--- src/rtl/sp_ram_rd_pipe.sv ---
`default_nettype none
// ============================================================================
//  Module      : sp_ram_rd_pipe
//  Description : Fixed-depth delay line carrying {valid, data, oob, perr}
//                from the acceptance edge to the read response.
//  Revision    : 1.0 - initial release
// ============================================================================
module sp_ram_rd_pipe #(
    parameter int DEPTH = 1,
    parameter int WIDTH = 32
) (
    input  logic             clk,
    input  logic             rst,
    input  logic             i_valid,
    input  logic [WIDTH-1:0] i_data,
    input  logic             i_oob,
    input  logic             i_perr,
    output logic             o_valid,
    output logic [WIDTH-1:0] o_data,
    output logic             o_oob,
    output logic             o_perr
);

    logic [DEPTH-1:0] r_valid;
    logic [DEPTH-1:0] r_oob;
    logic [DEPTH-1:0] r_perr;
    logic [WIDTH-1:0] r_data [DEPTH];

    // Advance every entry one stage per cycle; reset flushes all in-flight entries
    always_ff @(posedge clk) begin
        if (rst) begin
            r_valid <= '0;
            r_oob   <= '0;
            r_perr  <= '0;
            for (int i = 0; i < DEPTH; i++) begin
                r_data[i] <= '0;
            end
        end else begin
            r_valid[0] <= i_valid;
            r_oob[0]   <= i_oob;
            r_perr[0]  <= i_perr;
            r_data[0]  <= i_data;
            for (int i = 1; i < DEPTH; i++) begin
                r_valid[i] <= r_valid[i-1];
                r_oob[i]   <= r_oob[i-1];
                r_perr[i]  <= r_perr[i-1];
                r_data[i]  <= r_data[i-1];
            end
        end
    end

    assign o_valid = r_valid[DEPTH-1];
    assign o_oob   = r_oob[DEPTH-1];
    assign o_perr  = r_perr[DEPTH-1];
    assign o_data  = r_data[DEPTH-1];

endmodule : sp_ram_rd_pipe
`default_nettype wire

--- config.mk ---
export PLATFORM = sky130hd
export DESIGN_NAME = sp_ram_rd_pipe
export DESIGN_NICKNAME = d
export VERILOG_FILES = /design/src/rtl/sp_ram_rd_pipe.sv
export SDC_FILE = /design/constraint.sdc
export NUM_CORES = 1
export LEC_CHECK = 0
export CAP_MARGIN = 25
export CORE_MARGIN = 1
export CORE_UTILIZATION = 25
export CTS_BUF_LIST = sky130_fd_sc_hd__clkbuf_4
export CTS_CLUSTER_SIZE = 24
export DETAILED_ROUTE_END_ITERATION = 8
export DONT_BUFFER_PORTS = 1
export SLEW_MARGIN = 0
export SYNTH_ARGS = -nofsm -noshare
export SYNTH_HDL_FRONTEND = slang
export SYNTH_SLANG_ARGS = --single-unit
--- constraint.sdc ---
create_clock -name clk -period 0.8 [get_ports clk]
set_input_delay 0.16 -clock clk [delete_from_list [all_inputs] [get_ports clk]]
set_output_delay 0.16 -clock clk [all_outputs]
set_load 0.1 [all_outputs]
==> run metrics <==
Setup-failing EPs final=35; GR Util met3=0.07679; CTS max path bufs=2; Synth cell types=4; Crit Path Class=flop to output pin; fmax=963.6 MHz; Inserted Diodes=0; CP top delay family=flip-flops; Hold Fails Final Rpt=0; Root Buffer=clkbuf_4; Mapped Cells=73; peak supply drop=0.001092 V; failing checks=setup timing; Power per Cell Area=1924 nW/µm²; Arr. time, crit path=0.88 ns; global route hottest layer=met2; post-route ant nets=0; Die Area=between 4000 and 5000 µm²; Power Total=approximately 4.2 mW; Vias=781; clock tree from TritonCTS=yes; # IOs=72; worst setup margin=-0.2377 ns; Crit. Startpoint=r_data[0][5]; initial drt markers=4; Hold Crit Class=input pin to flop; number of max-cap violations=0; CTS Buf Count=5; main combinational cell family by area after synthesis=simple AND/OR/NAND/NOR gates; vias in the first global route=~840; Core Util, Final=0.5875; Compound-Gate Fraction of Synth Area=0; Site Rows=22; Crit. End Element=output pin; measured slew at the worst slew-check pin=0.6203 ns; CP bufs+invs=1; GP Congestion=0.6119; Die H=64.16 µm; clock slew at reported path FFs=0.10 ns; Layout area overhead=124.4%; multiplexer share of the synthesized area=0; nets=186; Crit path depth=1; Mapped Avg Cell Area=13.23 µm²; WL final=2580 µm; final worst-path cycle share=1.297; worst hold stages=1; met2 Use GR=0.2460; first-pass GRT wire length=3960 µm; commonest non-fill, non-tap cell in the layout=dlygate4sd3_1; Syn Nets=110; initial antenna violation count=0; share of the yosys chip area belonging to registers=0.7254; critical-path cell list=buf_12; Leak Pwr=0.9127 nW; Mapped Area=around 970 µm²; Hold Slack=0.03047 ns; Clock Sink Count=35; status=finished, violations left; Via density=3.944; commonest cells after routing, fill and taps aside=36 x dlygate4sd3_1, 35 x dfxtp_2, 35 x buf_12, 30 x nor2b_1, 6 x clkbuf_4; Worst setup SP type=flop; slowest CP cell=dfxtp_2; grt total ovfl=0; simple-gate area share of the yosys netlist=0.2396; grt met1 use=0.1231; RSZ-0062 raised after global routing=true; slew margin rel.=0.5865; layout cells sized above 1=0.5533; H-tree levels=2; Final Slew Violations=0; Post-Synth Adder-Cell Area=0; DRT Pass-1 Iters=2; WL/cell=13.03 µm; synth warn=0; final critical-path required period=~1.0 ns; xor and xnor area share after synthesis=0; Crit Path Max Fanout=1; Global Route Usage Sum=0.1375; CORE AREA=approximately 3700 µm²; largest net degree at the start of global routing=21; Yosys reg bits=35; I/O Buffers=0; CP endpoint=o_data[5]; Data required, critical path=0.64 ns; Die X=64.16 µm; Starting Density=0.2619; drt drc=0; Worst path max stage delay=0.37 ns; Setup Fix Bufs, Post-CTS=0
==> repair_timing <==
item                       4_1_cts  5_1_grt
setup endpoints to repair       35       51
resized for setup                0        1
hold buffers                    36        1
hold endpoints to repair        35        1
==> flip-flops by register name (all words and copies together) (netlist names) <==
register  flops
o_oob         1
o_perr        1
o_valid       1
r_data       32
==> power breakdown <==
part	switching [mW]	total (mW)	internal, mW	leakage (nW)
Clock	0.565	0.938	0.373	0.0317
Sequential	0.0759	1.93	1.86	0.301
Combinational	0.779	1.30	0.520	0.580
Total	1.42	4.17	2.75	0.913
==> cell usage after synthesis <==
cell type	number	area, µm²
buf_6	3	33.78
and2b_2	5	43.79
nor2b_1	30	187.7
dfxtp_1	35	700.7
==> through the flow <==
step,setup WS (ns),cell area [µm²],TNS (ns),std cells
finish,-0.2377,2167,-7.458,198
global placement,0.1489,1737,0,153
detailed placement,0.1293,1737,0,153
floorplan,0.01422,1010,0,73
CTS,-0.2641,2155,-11.64,197
global route,-0.2921,2167,-9.227,198
==> cell families (layout without fill, tap and decap cells) <==
logic type,count (synthesis),count (layout)
simple gates,35,35
buf+inv,3,80
flops,35,35
==> per-layer routing <==
metal | vias up | part of all wire | wire, µm
met5 | - | 0 | 0
met4 | 0 | 0.017 | 45
met3 | 6 | 0.091 | 235
met2 | 49 | 0.51 | 1327
met1 | 356 | 0.38 | 971
li1 | 370 | - | -
==> worst min-delay path by stage <==
stage / start / to
after floorplan: i_data[0] / r_data[0][0]
after global routing: rst / o_valid
after CTS: rst / o_valid
after detailed placement: rst / r_data[0][14]
after global placement: rst / r_data[0][22]
final: rst / o_valid
==> area by class of cell <==
cell class / count / area, µm²
clock buffer: 6 / 45.04
fill: 289 / 1521
timing repair buffer: 72 / 1074
clock inverter: 2 / 12.51
sequential: 35 / 744.5
tap: 48 / 60.06
multi-input combinational: 35 / 231.5
(Power assumes the default switching activity.)
